==> src/rtl/fuzz_stim_pkg.sv <==
// Shared definitions for the fuzzer stimulus blocks: serializer state encoding
// and default word/gap widths.
package fuzz_stim_pkg;

    localparam int WORD_W_DEF = 32;
    localparam int GAP_W_DEF  = 4;

    typedef enum logic [1:0] {
        ST_IDLE  = 2'd0,
        ST_SHIFT = 2'd1,
        ST_GAP   = 2'd2
    } state_e;

endpackage

==> src/rtl/down_counter.sv <==
// Loadable down counter with zero detect; load wins over decrement and the
// count never wraps below zero.
module down_counter #(
    parameter int W = 4
) (
    input  logic         clk,
    input  logic         rst_n,
    input  logic         load,
    input  logic [W-1:0] load_val,
    input  logic         dec,
    output logic         zero
);

    logic [W-1:0] count_r;

    // Count register: load, saturating decrement, or hold
    always_ff @(posedge clk or negedge rst_n) begin
        if (!rst_n) begin
            count_r <= {W{1'b0}};
        end else if (load) begin
            count_r <= load_val;
        end else if (dec && (count_r != {W{1'b0}})) begin
            count_r <= count_r - W'(1);
        end else begin
            count_r <= count_r;
        end
    end

    assign zero = (count_r == {W{1'b0}});

endmodule

==> src/rtl/strobe_serializer.sv <==
// Serializes handshaked parallel words onto a strobed single-bit stream for the
// capture register, with optional stb-low gap cycles between bits.
module strobe_serializer
    import fuzz_stim_pkg::*;
#(
    parameter int WORD_W    = WORD_W_DEF,
    parameter int GAP_W     = GAP_W_DEF,
    parameter bit LSB_FIRST = 1'b1
) (
    input  logic              clk,
    input  logic              rst_n,
    input  logic              in_valid,
    output logic              in_ready,
    input  logic [WORD_W-1:0] in_data,
    input  logic [GAP_W-1:0]  in_gap,
    output logic              stb,
    output logic              di,
    output logic              busy,
    output logic              done
);

    localparam int BIT_W = $clog2(WORD_W);
    localparam logic [1:0] IDLE  = ST_IDLE;
    localparam logic [1:0] SHIFT = ST_SHIFT;
    localparam logic [1:0] GAP   = ST_GAP;

    logic [1:0]        state_r, state_s;
    logic [WORD_W-1:0] shift_r, shift_s;
    logic [GAP_W-1:0]  gap_reload_r;
    logic              ready_en_r;
    logic              stb_r, di_r, busy_r, done_r;
    logic              stb_s, di_s, busy_s, done_s;
    logic              accept_s;
    logic              bit_zero_s, bit_load_s, bit_dec_s;
    logic              gap_zero_s, gap_load_s, gap_dec_s;

    function automatic logic head_bit(input logic [WORD_W-1:0] w);
        return LSB_FIRST ? w[0] : w[WORD_W-1];
    endfunction

    function automatic logic [WORD_W-1:0] advance(input logic [WORD_W-1:0] w);
        return LSB_FIRST ? (w >> 1) : (w << 1);
    endfunction

    // ready_en_r keeps in_ready low until the first edge after reset release
    assign in_ready = ready_en_r & (state_r == IDLE);
    assign accept_s = in_valid & in_ready;

    // Next-state, shift and counter control
    always_comb begin
        state_s    = state_r;
        shift_s    = shift_r;
        done_s     = 1'b0;
        bit_load_s = 1'b0;
        bit_dec_s  = 1'b0;
        gap_load_s = 1'b0;
        gap_dec_s  = 1'b0;
        case (state_r)
            IDLE: begin
                if (accept_s) begin
                    state_s    = SHIFT;
                    shift_s    = in_data;
                    bit_load_s = 1'b1;
                end else begin
                    state_s = IDLE;
                end
            end
            SHIFT: begin
                if (bit_zero_s) begin
                    state_s = IDLE;
                    done_s  = 1'b1;
                end else begin
                    shift_s   = advance(shift_r);
                    bit_dec_s = 1'b1;
                    if (gap_reload_r == {GAP_W{1'b0}}) begin
                        state_s = SHIFT;
                    end else begin
                        state_s    = GAP;
                        gap_load_s = 1'b1;
                    end
                end
            end
            GAP: begin
                if (gap_zero_s) begin
                    state_s = SHIFT;
                end else begin
                    state_s   = GAP;
                    gap_dec_s = 1'b1;
                end
            end
            default: begin
                state_s = IDLE;
            end
        endcase
    end

    // Outputs are computed from the next state so they can be registered
    assign stb_s  = (state_s == SHIFT);
    assign busy_s = (state_s != IDLE);
    assign di_s   = (state_s == SHIFT) ? head_bit(shift_s) : di_r;

    // State, data path and registered outputs
    always_ff @(posedge clk or negedge rst_n) begin
        if (!rst_n) begin
            state_r      <= IDLE;
            shift_r      <= {WORD_W{1'b0}};
            gap_reload_r <= {GAP_W{1'b0}};
            ready_en_r   <= 1'b0;
            stb_r        <= 1'b0;
            di_r         <= 1'b0;
            busy_r       <= 1'b0;
            done_r       <= 1'b0;
        end else begin
            state_r      <= state_s;
            shift_r      <= shift_s;
            gap_reload_r <= accept_s ? in_gap : gap_reload_r;
            ready_en_r   <= 1'b1;
            stb_r        <= stb_s;
            di_r         <= di_s;
            busy_r       <= busy_s;
            done_r       <= done_s;
        end
    end

    down_counter #(.W(BIT_W)) u_bit_cnt (
        .clk      (clk),
        .rst_n    (rst_n),
        .load     (bit_load_s),
        .load_val (BIT_W'(WORD_W - 1)),
        .dec      (bit_dec_s),
        .zero     (bit_zero_s)
    );

    down_counter #(.W(GAP_W)) u_gap_cnt (
        .clk      (clk),
        .rst_n    (rst_n),
        .load     (gap_load_s),
        .load_val (gap_reload_r - GAP_W'(1)),
        .dec      (gap_dec_s),
        .zero     (gap_zero_s)
    );

    assign stb  = stb_r;
    assign di   = di_r;
    assign busy = busy_r;
    assign done = done_r;

endmodule

==> config.mk <==
export PLATFORM = sky130hd
export DESIGN_NAME = strobe_serializer
export DESIGN_NICKNAME = d
export VERILOG_FILES = /design/src/rtl/fuzz_stim_pkg.sv /design/src/rtl/down_counter.sv /design/src/rtl/strobe_serializer.sv
export SDC_FILE = /design/constraint.sdc
export NUM_CORES = 1
export LEC_CHECK = 0
export CAP_MARGIN = 0
export CORE_MARGIN = 1.5
export CORE_UTILIZATION = 40
export CTS_BUF_LIST = sky130_fd_sc_hd__clkbuf_2 sky130_fd_sc_hd__clkbuf_4 sky130_fd_sc_hd__clkbuf_8
export CTS_CLUSTER_DIAMETER = 80
export DETAILED_ROUTE_END_ITERATION = 8
export PLACE_DENSITY = 0.62
export RECOVER_POWER = 25
export SETUP_SLACK_MARGIN = 0.05
export SYNTH_ARGS = -nofsm -noshare
export SYNTH_HDL_FRONTEND = slang
export SYNTH_HIERARCHICAL = 1
export SYNTH_SLANG_ARGS = --single-unit
==> constraint.sdc <==
create_clock -name clk -period 7.25 [get_ports clk]
set_input_delay 1.45 -clock clk [delete_from_list [all_inputs] [get_ports clk]]
set_output_delay 1.45 -clock clk [all_outputs]
set_load 0.02 [all_outputs]
Yosys cells after proc, flatten, opt, wreduce, memory -nomap -nowiden

Index checks and enable logic that the tools add are counted.
Widths: inputs -> output; s select.

Bits in registers: 52
Output and inout bits: 5
Word-level logic and storage cells: 57

$add $sub $neg: 3
Eq/ne operators: 5
Multiplexer cells: 23
Bitwise logic cells: 2
Reduce and logical (&&, ||, !) cells: 13

Operators with widths:

| kind                | count |
|---|---|
| $mux 32             | 2 |
| $pmux 32 s2         | 1 |
| $mux 1              | 12 |
| $mux 5              | 2 |
| $logic_not 4->1     | 2 |
| $mux 4              | 2 |
| $reduce_bool 2->1   | 4 |
| $sub 4x1->4 const B | 2 |
| $mux 2              | 3 |
| $pmux 2 s3          | 1 |
| $logic_not 5->1     | 1 |
| $reduce_bool 5->1   | 1 |
| $sub 5x1->5 const B | 1 |
| $eq 2x1->1 const B  | 2 |
| $ne 2x2->1 const B  | 2 |
| $reduce_bool 4->1   | 1 |
| $reduce_and 3->1    | 1 |
| $and 1x1->1         | 2 |
| $eq 2x2->1 const B  | 1 |
| $logic_and 1x1->1   | 2 |
| $logic_not 2->1     | 1 |

Longest topological paths before layout

Word-level depth: 6
Gate-level depth with buffers: 11
Gate-level depth less buffers: 9

Hierarchy

The synthesis kept the hierarchy.

By module, submodules not included:

| module                   | times used | cells each | area each (µm²) | sequential area each (µm²) |
|---|---|---|---|---|
| strobe_serializer        | 1          | 189        | 2015.7          | 1076.0 |
| down_counter (u_bit_cnt) | 1          | 32         | 304.0           | 125.1 |
| down_counter (u_gap_cnt) | 1          | 27         | 270.3           | 100.1 |

Least setup slack after synthesis

No wires, ideal clock.

Path type: in2reg
Start: input port in_valid
End: register u_bit_cnt.count_r[3]
Setup time: 0.073 ns
Arrival time: 2.430 ns
Data required time: 7.177 ns
Slack: 4.747 ns
Cell stages on the path: 7
Path buffers: 3
Cell sequence: nand4bb_1 > buf_4 > inv_2 > buf_2 > clkbuf_1 > a21oi_1 > a21oi_2

Longest elaborated chain between the ends: 4
Elaborated cells on any way between the ends: 5
Those cells by class: mux: 3; bitwise: 1; reduce/logical: 1

Ends and longest elaborated chain:

| item                                        | line                    | text |
|---|---|---|
| from (decl)                                 | strobe_serializer.sv:12 | `input logic in_valid,` |
| $and 1x1->1 *                               | strobe_serializer.sv:47 | `assign accept_s = in_valid & in_ready;` |
| $mux 1 *                                    | strobe_serializer.sv:60 | `if (accept_s) begin` |
| $mux 1 *                                    | strobe_serializer.sv:58 | `case (state_r)` |
| named net bit_load_s                        | strobe_serializer.sv:34 | `logic bit_zero_s, bit_load_s, bit_dec_s;` |
| $mux 5 or $reduce_bool 2->1 (tied branches) | n/a                     |  |
| to (signal assigned)                        | down_counter.sv:19      | `count_r <= {W{1'b0}};` |
| to (signal assigned)                        | down_counter.sv:21      | `count_r <= load_val;` |
| to (signal assigned)                        | down_counter.sv:23      | `count_r <= count_r - W'(1);` |
| to (decl)                                   | down_counter.sv:14      | `logic [W-1:0] count_r;` |

Mark *: on every way through the listed nets, which the timed path passes. The rest lies on a longest branch.
A chain may end at the register's enable or synchronous reset.

==> impl_metrics.toml <==
[status]
status = "finished, violations left"
violations = "capacitance limit, slew limit"

[floorplanning]
pin_count = 44
core_area_um2 = 6314
dieWidth_um = 83.47
initial_utilization_pct = 41.02
dieArea_um2 = 6966
rows = 29
die_h_um = 83.47

[timing]
slew_violations = 53
tns_ns = 0
finalSetupViolCount = 0
fin_crit_ns = 3.651
setup_ws_ns = 3.599
period_share_pct = 50.36
relSlewSlack_pct = -82.53
clock.fmax_ghz = 0.2739
rsz0062_at_grt = "false"
finalHoldViolCount = 0
worst_clock_skew_ns = 0.01436
worst_pin_slew_ns = 2.738

[power_and_ir_drop]
ir_drop_uv = 175.4
p_per_area_nw_per_um2 = 368.4
p_leak_nw = 1.412

[logic_synthesis]
async_reset_ff_share_pct = 100.0
netlist_instances = 248
synth_edf_count = 0
ys_seq_elements = 52
syn-cell-area_um2 = 2590
yosysSeqAreaShare_pct = 50.24
syn_area_per_cell_um2 = 10.44
ys_types = 47
yosys_warnings = 6
ys.flop_type = "dfrtp_1"

[min_path]
worstHoldStart = "shift_r[9]"
hold_class = "reg2reg"
whs_endpoint = "shift_r[8]"
whs_path_depth = 2

[clock_tree]
clk_path_buf_depth = 2
cts.sinks = 52
ctsResizeCount = 0
cts_max_level = 2
hold_buffers = 0
cts-buffers-inserted = 5
cts.reportedPaths.clkPinSlew_ns = 0.10
cts-root-buf = "clkbuf_8"
clk_latency_ns = 0.31
tritoncts = "yes"
post_cts_buffers = 0

[layout]
drive_gt1_share_pct = 13.10
layout_common_cells = "dfrtp_1 (52), nand2_1 (47), clkdlybuf4s50_1 (42)"
nets = 331
fillers = 617
final_common_cell = "dfrtp_1"
diodes = 0
syn_to_final_growth_pct = 20.19

[place]
place_ws_ns = 3.649
io_buffers = 43
routabilityCongestion = 0.7585
dp_hpwl_mm = 3.164

[setup_path]
path_delay_family = "buffers and inverters"
rr_endpoint = "u_gap_cnt/count_r[1]"
slowest_stage = "clkbuf_1"
ff2ff_path_depth = 9
ff2ff_setup_slack_ns = 4.03
arrival_ns = 3.48
start_kind = "input port"
crit_required_ns = 7.08
r2r_start = "u_bit_cnt/count_r[0]"
worstSetupEndpointType = "asynchronous set/reset pin"
path_buf_inv = 2
path_max_fanout = 52
cpPeakStageDelay_ns = 1.93
critPathKind = "in2async"
path_cells = "buf_2, clkbuf_1"
cp-startpoint = "rst_n"

[routing]
vias = 1919
drc = 0
drt_iter0_drc = 89
route.detailed.vias_per_inst = 5.229
wirelength_mm = 5.043
routedWlPerCell_um = 13.74
dr.pass1.iters = 4
ant_nets = 0

[grt]
grt_pass1_vias = 1815
grt.total_usage_pct = 15.28
grt_pass1_wl_mm = 8.625
antenna_found_initial = 0
grt_max_degree = 53
grt-ovfl-total = 0

[flow_run]
max_cap_violations = 1
-- kinds of logic after synthesis --
logic type,synth area share (%)
flops,50.24
simple gates,21.26
compound gates,19.42
other cells,0.1448
xor+xnor,0.6765
fa+ha+maj,1.449
buf+inv,6.811
-- layout make-up --
cell class / count / area [um2] / area share, %
clock buffers: 6 / 76.32 / 2.452
clock inverters: 2 / 13.76 / 0.4421
inverters: 11 / 53.80 / 1.728
multi-input cells: 173 / 1127 / 36.21
flip-flops and latches: 52 / 1301 / 41.80
well taps: 77 / 96.34 / 3.095
repair buffers: 46 / 444.2 / 14.27
-- stage by stage --
| stage | hold slack, ns | std cells | util (%) | area, um2 | power [mW] |
|---|---|---|---|---|---|
| after floorplan | 0.4612 | 253 | - | 2609 | 0.8884 |
| after global placement | 0.4749 | 359 | 48.00 | 3030 | 0.9785 |
| after detailed placement | 0.4774 | 359 | 48.00 | 3030 | 0.9908 |
| after CTS | 0.4983 | 367 | 49.43 | 3120 | 1.163 |
| after global routing | 0.5323 | 367 | 49.31 | 3113 | 1.251 |
| final | 0.4946 | 367 | 49.31 | 3113 | 1.147 |
-- how the worst max path moves through the flow --
stage / to / slack [ns] / cells past startpoint
floorplan: u_bit_cnt/count_r[3] / 4.75 / 7
CTS: di / 3.99 / 6
detailed placement: di / 3.65 / 6
global route: shift_r[25] / 2.93 / 2
global placement: di / 3.68 / 6
finish: shift_r[24] / 3.60 / 2
-- worst min-delay path: cells and delay by family (launching register included) --
family          cells  cell delay [ns]
compound gates      1             0.07
flops               1             0.35
simple gates        1             0.05
-- metal layers --
metal	part of all wire, %	wire length (um)	up-vias	GRT usage, %
met2	49	2449	29	24.02
met4	1.5	75	0	4.918
met5	0	0	-	0
li1	-	-	961	-
met3	3.8	194	7	3.462
met1	46	2323	922	21.13
-- cells in the mapped netlist, types with 2 or more instances --
library cell	number	share of area (%)
nor2b_1	2	0.48
o21ai_0	6	1.2
inv_1	9	1.3
buf_1	2	0.29
buf_2	5	0.97
xor2_1	2	0.68
ha_1	3	1.4
a21oi_1	6	1.2
a211o_1	2	0.68
dfrtp_1	52	50
nand3_1	32	6.2
buf_6	6	2.6
buf_4	2	0.58
nor3_1	3	0.58
a22oi_1	12	3.5
nand2_1	47	6.8
or3_1	2	0.48
and3b_1	2	0.68
nor2_1	2	0.29
clkbuf_1	2	0.29
a22oi_2	19	9.2
nand2b_1	2	0.48
o31a_1	2	0.68
nor3b_1	3	0.87
-- sequential cells by signal, indices dropped and copies added, names as in the netlist --
name / cells
busy: 1
di: 1
done: 1
gap_reload_r: 4
ready_en_r: 1
shift_r: 32
state_r: 2
stb: 1
u_bit_cnt/count_r: 5
u_gap_cnt/count_r: 4
-- power breakdown --
part           leakage, nW  total [mW]  switching, mW  internal [mW]
Sequential           0.647       0.512         0.0901          0.422
Combinational        0.716       0.465          0.259          0.206
Clock               0.0490       0.170         0.0971         0.0728
Total                 1.41        1.15          0.446          0.701
(Power assumes the default switching activity.)
